[src/rtl/iq_pkg.sv]
// iq_pkg: types and helpers shared by the I/Q deframer and the phase chain.
//   IQ_W          default sample width
//   pair_state_t  I/Q pairing FSM states
//   sat_w         clamp a signed value to the range of a w-bit signed word
package iq_pkg;

    localparam int IQ_W = 12;

    typedef enum logic [0:0] {
        WAIT_I = 1'b0,
        GOT_I  = 1'b1
    } pair_state_t;

    // Clamp x to [-2^(w-1), 2^(w-1)-1]; valid for 2 <= w <= 31.
    function automatic logic signed [31:0] sat_w(input logic signed [31:0] x,
                                                 input int                 w);
        logic signed [31:0] hi;
        logic signed [31:0] lo;
        hi = (32'sd1 <<< (w - 1)) - 32'sd1;
        lo = -(32'sd1 <<< (w - 1));
        if (x > hi) begin
            sat_w = hi;
        end else if (x < lo) begin
            sat_w = lo;
        end else begin
            sat_w = x;
        end
    endfunction

endpackage

[src/rtl/iq_deframer_dc_blocker.sv]
// dc_blocker: leaky-integrator DC removal for one channel.
//   clk, reset  clock, synchronous active-high reset
//   en          update strobe (a new I/Q pair was formed)
//   x           raw signed sample
//   y           registered, DC-corrected and saturated sample
module dc_blocker
    import iq_pkg::*;
#(
    parameter int W        = IQ_W,
    parameter int DC_SHIFT = 10,
    parameter int DC_EN    = 1
) (
    input  logic                clk,
    input  logic                reset,
    input  logic                en,
    input  logic signed [W-1:0] x,
    output logic signed [W-1:0] y
);

    localparam int AW = W + DC_SHIFT + 1;

    logic signed [AW-1:0] acc_r;
    logic signed [W:0]    dc_s;
    logic signed [W:0]    diff_s;
    logic signed [W-1:0]  y_next_s;

    // Estimate, difference and saturated output for the current sample.
    always_comb begin
        dc_s     = (W + 1)'(acc_r >>> DC_SHIFT);
        diff_s   = (W + 1)'(x) - dc_s;
        y_next_s = x;
        if (DC_EN != 0) begin
            y_next_s = W'(sat_w(32'(diff_s), W));
        end else begin
            y_next_s = x;
        end
    end

    // Accumulator keeps integrating the unsaturated difference; output register.
    always_ff @(posedge clk) begin
        if (reset) begin
            acc_r <= '0;
            y     <= '0;
        end else if (en) begin
            y <= y_next_s;
            if (DC_EN != 0) begin
                acc_r <= acc_r + AW'(diff_s);
            end else begin
                acc_r <= '0;
            end
        end
    end

endmodule

[src/rtl/iq_deframer.sv]
// iq_deframer: pairs the interleaved DIQ word stream into I/Q samples,
// removes DC per channel and flags framing violations.
//   clk, reset   word clock, synchronous active-high reset
//   IQ, iqsel    interleaved word and its I(1)/Q(0) tag
//   i_out,q_out  corrected samples, held between valid strobes
//   valid        one-cycle strobe per pair
//   frame_err    one-cycle pulse per orphan Q or double I
//   err_count    saturating count of framing violations
module iq_deframer
    import iq_pkg::*;
#(
    parameter int W        = IQ_W,
    parameter int DC_SHIFT = 10,
    parameter int DC_EN    = 1,
    parameter int ERR_W    = 8
) (
    input  logic             clk,
    input  logic             reset,
    input  logic [W-1:0]     IQ,
    input  logic             iqsel,
    output logic [W-1:0]     i_out,
    output logic [W-1:0]     q_out,
    output logic             valid,
    output logic             frame_err,
    output logic [ERR_W-1:0] err_count
);

    pair_state_t       state_r;
    logic [W-1:0]      i_hold_r;
    logic [W-1:0]      i_pair_r;
    logic [W-1:0]      q_pair_r;
    logic              pair_r;
    logic              valid_r;
    logic              frame_err_r;
    logic [ERR_W-1:0]  err_count_r;
    logic              err_det_s;
    logic signed [W-1:0] i_y_s;
    logic signed [W-1:0] q_y_s;

    // A violation is a Q with no held I, or an I while one is already held.
    always_comb begin
        err_det_s = 1'b0;
        case (state_r)
            WAIT_I:  err_det_s = ~iqsel;
            GOT_I:   err_det_s = iqsel;
            default: err_det_s = 1'b0;
        endcase
    end

    // Pairing FSM; a double I overwrites the held I so the newest one pairs.
    always_ff @(posedge clk) begin
        if (reset) begin
            state_r     <= WAIT_I;
            i_hold_r    <= '0;
            i_pair_r    <= '0;
            q_pair_r    <= '0;
            pair_r      <= 1'b0;
            frame_err_r <= 1'b0;
        end else begin
            pair_r      <= 1'b0;
            frame_err_r <= err_det_s;
            case (state_r)
                WAIT_I: begin
                    if (iqsel) begin
                        i_hold_r <= IQ;
                        state_r  <= GOT_I;
                    end else begin
                        state_r  <= WAIT_I;
                    end
                end
                GOT_I: begin
                    if (iqsel) begin
                        i_hold_r <= IQ;
                        state_r  <= GOT_I;
                    end else begin
                        i_pair_r <= i_hold_r;
                        q_pair_r <= IQ;
                        pair_r   <= 1'b1;
                        state_r  <= WAIT_I;
                    end
                end
                default: begin
                    state_r <= WAIT_I;
                end
            endcase
        end
    end

    // Saturating error counter, updated on the same edge the pulse is raised.
    always_ff @(posedge clk) begin
        if (reset) begin
            err_count_r <= '0;
        end else if (err_det_s && (err_count_r != {ERR_W{1'b1}})) begin
            err_count_r <= err_count_r + {{(ERR_W-1){1'b0}}, 1'b1};
        end
    end

    // valid follows the pair strobe by the dc_blocker register stage.
    always_ff @(posedge clk) begin
        if (reset) begin
            valid_r <= 1'b0;
        end else begin
            valid_r <= pair_r;
        end
    end

    dc_blocker #(.W(W), .DC_SHIFT(DC_SHIFT), .DC_EN(DC_EN)) u_dc_i (
        .clk   (clk),
        .reset (reset),
        .en    (pair_r),
        .x     ($signed(i_pair_r)),
        .y     (i_y_s)
    );

    dc_blocker #(.W(W), .DC_SHIFT(DC_SHIFT), .DC_EN(DC_EN)) u_dc_q (
        .clk   (clk),
        .reset (reset),
        .en    (pair_r),
        .x     ($signed(q_pair_r)),
        .y     (q_y_s)
    );

    assign i_out     = i_y_s;
    assign q_out     = q_y_s;
    assign valid     = valid_r;
    assign frame_err = frame_err_r;
    assign err_count = err_count_r;

endmodule

[config.mk]
export PLATFORM = sky130hd
export DESIGN_NAME = iq_deframer
export DESIGN_NICKNAME = d
export VERILOG_FILES = /design/src/rtl/iq_pkg.sv /design/src/rtl/iq_deframer_dc_blocker.sv /design/src/rtl/iq_deframer.sv
export SDC_FILE = /design/constraint.sdc
export NUM_CORES = 1
export LEC_CHECK = 0
export ABC_AREA = 1
export BUFFER_PORTS_ARGS = -buffer_cell sky130_fd_sc_hd__buf_2
export CORE_ASPECT_RATIO = 0.5
export CORE_MARGIN = 4
export CORE_UTILIZATION = 54
export CTS_CLUSTER_DIAMETER = 60
export DETAILED_ROUTE_END_ITERATION = 12
export PLACE_DENSITY_LB_ADDON = 0.08
export SETUP_SLACK_MARGIN = 0.5
export SLEW_MARGIN = 20
export SYNTH_ARGS = -nofsm -noshare
export SYNTH_HDL_FRONTEND = slang
export SYNTH_SLANG_ARGS = --single-unit
[constraint.sdc]
create_clock -name clk -period 4.35 [get_ports clk]
set_clock_uncertainty 0.15 [all_clocks]
set_input_delay 0.435 -clock clk [delete_from_list [all_inputs] [get_ports clk]]
set_output_delay 0.435 -clock clk [all_outputs]
set_load 0.005 [all_outputs]
# After elaboration in Yosys (flattened, before gate mapping)
# Cells that the tools add are included.
# classes
add_sub_neg	5
order_cmp	4
eq_ne	1
muxes	8
bitwise	2
n_reduce_logical	3
# ops
op	n
$mux 12	5
$add 23x13->23	2
$gt 13x12->1 const B	2
$lt 13x12->1 const B	2
$sub 12x13->13	2
$add 8x1->8 const B	1
$ne 8x8->1 const B	1
$mux 1	2
$not 1->1	2
$pmux 1 s2	1
$reduce_and 2->1	1
$reduce_or 2->1	1
$logic_and 1x1->1	1
# word_totals
regBits	118
word_cells	35

# Depth between registers and ports, before layout
# logic_depth
ltp_word	4
mapped_depth	25
ltp_nobuf	25

# Hierarchy
# A second synthesis with hierarchy kept.
# unflattened
hier_cells	1324
area_unflattened_um2	8819.7
# modules_own_cells
mod	n_inst	cells_each	area_per_inst_um2
dc_blocker	2	551	3504.6
iq_deframer	1	222	1810.5

# Worst setup path before layout
# No wires, ideal clock.
# synth_timing
path_kind	reg-to-reg
from	reg q_pair_r[0]
to	reg u_dc_q.acc_r[22]
arrival_ns	2.907
required_ns	4.087
path_slack_ns	1.180
stages_incl_launch_ff	22
path_buffers	0
synth_period_minus_slack_ns	3.170
path_cell_list	dfxtp_1 inv_1 ha_1 fa_1 inv_1 nand3_1 nand2_1 nand3_1 nand4_1 nand2_1 ha_1 nand2_1 nor3_1 nand2_1 nor2_1 nand2_1 nand3_1 nand2_1 nand3_1 nand2_1 nand2_1 nor2_1
# synth_between
elab_chain_len	2
# synth_lines
item	line	source
start: declaration	iq_deframer.sv:31	logic [W-1:0] q_pair_r;
start signal: assignment	iq_deframer.sv:56	q_pair_r <= '0;
start signal: assignment	iq_deframer.sv:77	q_pair_r <= IQ;
$sub 12x13->13	iq_deframer_dc_blocker.sv:30	diff_s = (W + 1)'(x) - dc_s;
$add 23x13->23	iq_deframer_dc_blocker.sv:47	acc_r <= acc_r + AW'(diff_s);
end signal: assignment	iq_deframer_dc_blocker.sv:47	
end: declaration	iq_deframer_dc_blocker.sv:22	logic signed [AW-1:0] acc_r;
# No other way between the ends.
# A chain may end at the register's enable or synchronous reset.

# Final worst setup path
# Ends and elaborated chain as after synthesis.

==> impl_metrics.py <==
metrics = {
    "cells_and_area": {
        "fin_nets": 1471,
        "fillers": 1460,
        "syn2layout_area_growth_pct": 12.19,
        "final_layout_size_suffix_gt1_share_pct": 8.580,
        "multiInputGateArea_sq_mm": 0.005324,
        "fin_util_pct": 61.91,
        "diodes": 0,
        "seqCellArea_sq_mm": 0.002364,
    },
    "timing": {
        "fmax_mhz": 281.6,
        "setup_viol": 0,
        "finalCriticalPeriod_ns": 3.552,
        "drv_slew": 0,
        "fin_crit_sh_pct": 81.65,
        "setup_tns_ns": 0,
        "relSlewSlack_pct": 44.86,
        "worst_pin_slew_ns": 0.8262,
        "rsz0062_at_grt": "true",
        "hold_viol_final": 0,
    },
    "floorplanning": {
        "io_pins": 49,
        "die_x_um": 185.7,
        "placeableCoreArea_sq_mm": 0.01545,
        "dieArea_sq_mm": 0.01799,
        "rows": 32,
        "die_h_um": 96.86,
        "initial_utilization_pct": 55.18,
    },
    "power_and_ir_drop": {
        "power_density_mw_per_mm2": 412.6,
        "power.leakage_uw": 0.005072,
        "p_switching_uw": 1502,
        "p_seq_share_pct": 29.4,
        "clkPwrFrac_pct": 35.7,
        "peakVddDrop_uv": 290.9,
        "swShare_pct": 38.05,
        "intPower_uw": 2446,
        "p_comb_share_pct": 34.9,
    },
    "setup_path": {
        "worst_ep_required_time_ns": 4.56,
        "crit_chain": "inv_1 -> ha_1 -> fa_1 -> inv_1 -> nand3_1 -> nand2_1 -> nand3_1 -> nand4_1 -> nand2_2 -> ha_1 -> nand2_1 -> nor3_1 -> nand2_1 -> nor2_1 -> nand2_1 -> nand3_1 -> inv_1 -> nand2_1 -> nand3_1 -> nand2_1 -> nand2_1 -> nor2_1",
        "r2r_end": "u_dc_q.acc_r[22]",
        "slowest_stage": "ha_1",
        "crit_fanout": 15,
        "crit_path_frequent_cell": "nand2_1",
        "slowest_delay_ns": 0.45,
        "r2r_cells": 22,
        "endpoint_kind": "flip-flop",
        "path_class": "reg2reg",
        "crit_arrival_ns": 3.76,
        "reg2reg_slack_ns": 0.80,
        "reg2reg_from": "q_pair_r[0]",
        "cp-startpoint": "q_pair_r[0]",
        "startpoint_type": "flip-flop",
    },
    "logic_synthesis": {
        "ys_ff_latch": 118,
        "netlist_area_sq_mm": 0.008528,
        "ys_top_cells_by_area": "dfxtp_1 (28%), nand2_1 (14%), ha_1 (11%)",
        "yosys-top-cells-count": "nand2_1 (317), inv_1 (197), nor2_1 (153), dfxtp_1 (118), a21oi_1 (110)",
        "synthCells": 1331,
        "synth-seq-area-share_pct": 27.70,
        "synth_compound_area_share_pct": 15.33,
        "yosysUniqueCellTypes": 38,
        "avgSynthCellArea_sq_um": 6.407,
        "synthFlopType": "dfxtp_1",
        "synthArstFlopShare_pct": 0,
        "synth_xor_area_share_pct": 3.800,
        "synth_top_area_cell": "dfxtp_1",
        "synthAdderAreaFrac_pct": 12.38,
        "yosysMostFrequentCell": "nand2_1",
        "synth_warnings": 0,
        "syn_nets": 1428,
        "synthMuxAreaShare_pct": 0,
        "synth_edf_count": 0,
        "synth_simple_gate_area_share_pct": 30.56,
        "synth.top_cell.area_share_pct": 27.70,
        "synth_top_family_by_area": "simple AND/OR/NAND/NOR gates",
    },
    "run": {
        "max-cap-violations": 0,
    },
    "grt": {
        "gr-total-overflow": 0,
        "grt_start_max_net_pins": 64,
        "antenna_found_initial": 0,
        "grtUsageTotal_pct": 26.60,
        "grt_pass1_vias": 8126,
        "grt_pass1_wl_um": 39180,
    },
    "clock_tree": {
        "clk_pin_slew_ns": 0.06,
        "cts_htree_levels": 4,
        "postCtsHoldBufs": 0,
        "clockBufferDepth": 2,
        "cts_tree": "done",
        "clkLatencyLatePin_ns": 0.43,
        "cts_root_buffer": "clkbuf_16",
        "clock-sinks": 118,
        "cts_made_buffers": 17,
    },
    "run_status": {
        "outcome": "finished clean",
    },
    "min_path": {
        "hold_depth": 2,
        "worstHoldPathType": "in2reg",
        "min_from": "iqsel",
        "holdPathEnd": "pair_r",
    },
    "placed_design": {
        "hpwl_um": 17700,
        "port_buffers": 48,
        "globalplace.congestion": 0.9382,
    },
    "route": {
        "wl_per_cell_um": 14.87,
        "first_pass_iters": 5,
        "vias": 8571,
        "viasPerCell": 5.387,
        "antenna_left": 0,
        "drt-total-wl_um": 23660,
        "drt_iter0_markers": 594,
        "drc": 0,
    },
}
-- power by group through the flow --
stage,combinational [uW],clock [uW],sequential (uW)
floorplan,1010,0,1180
global placement,1300,0,1180
finish,1380,1410,1160
detailed placement,1310,0,1180
CTS,1320,1430,1160
global route,1560,1480,1160
-- what timing repair did --
action                     CTS  global route
gates resized for setup      0            13
buffers inserted             0             5
setup endpoints to repair    0            17
-- critical path: cells and delay by family (launching register included) --
family	cells	cell delay, ns
adder cells (fa/ha/maj)	3	1.06
buffers and inverters	3	0.16
flip-flops	1	0.30
AND/OR/NAND/NOR	16	1.84
-- state kept, by name, indices dropped and copies added (netlist names) --
name / cells
i_hold_r: 12
q_pair_r: 12
u_dc_q.acc_r: 23
pair_r: 1
frame_err: 1
state_r: 1
u_dc_i.acc_r: 23
valid: 1
u_dc_i.y: 12
u_dc_q.y: 12
i_pair_r: 12
err_count: 8
-- cells in the final DEF, fill, tap and decap left out, drive strengths merged --
cell type,n
clkinvlp,2
nor2,156
a31oi,11
clkbuf,21
a21o,5
nand3,90
nand4,24
xor2,27
nand2,327
o21a,1
inv,196
dfxtp,118
and2,3
o211ai,3
a31o,1
a211oi,1
or2,1
o21bai,8
a21boi,1
bufinv,2
buf,57
o22ai,2
nor4,2
nor3,14
a21oi,113
xnor2,10
o21ai,98
nand3b,3
fa,4
clkinv,8
ha,78
-- metal layers --
metal	GRT usage (%)	vias up	wire (um)
li1	-	4419	-
met1	34.36	3882	10620
met4	9.849	0	725
met5	0	-	0
met2	44.57	219	11120
met3	4.433	51	1194
-- metrics by stage --
step           setup WS [ns]  cells  cell area [sq um]  hold slack [ns]  power, uW
6_report              0.7983   1591               9568          0.02707       3948
5_1_grt               0.4422   1591               9568          0.01608       4201
4_1_cts               0.6399   1586               9499          0.01734       3909
3_5_place_dp          0.6298   1554               8922           0.2769       2495
3_3_place_gp          0.6961   1554               8922           0.2821       2483
2_1_floorplan          1.180   1331               8528           0.2728       2186
-- cell type report --
class | instances | area share [%]
clock buffer | 21 | 4.708
clock inverter | 11 | 1.321
inverter | 197 | 7.768
multi-input combinational | 983 | 55.64
sequential | 118 | 24.70
tap | 204 | 2.668
timing repair buffer | 57 | 3.191
-- how the worst max path moves through the flow --
stage / to / slack (ns) / cells after the start
floorplan: u_dc_q.acc_r[22] / 1.18 / 21
CTS: u_dc_q.acc_r[22] / 0.64 / 22
global route: u_dc_q.acc_r[22] / 0.44 / 22
finish: u_dc_q.acc_r[22] / 0.80 / 22
global placement: u_dc_q.acc_r[21] / 0.70 / 19
detailed placement: u_dc_q.acc_r[22] / 0.63 / 22
-- logic make-up after synthesis --
group,count (synthesis)
and+or+nand+nor,620
buffers and inverters,230
adders and majority gates,82
xor gates and xnor gates,37
DFF,118
AOI/OAI and AO/OA,244
(Power assumes the default switching activity.)
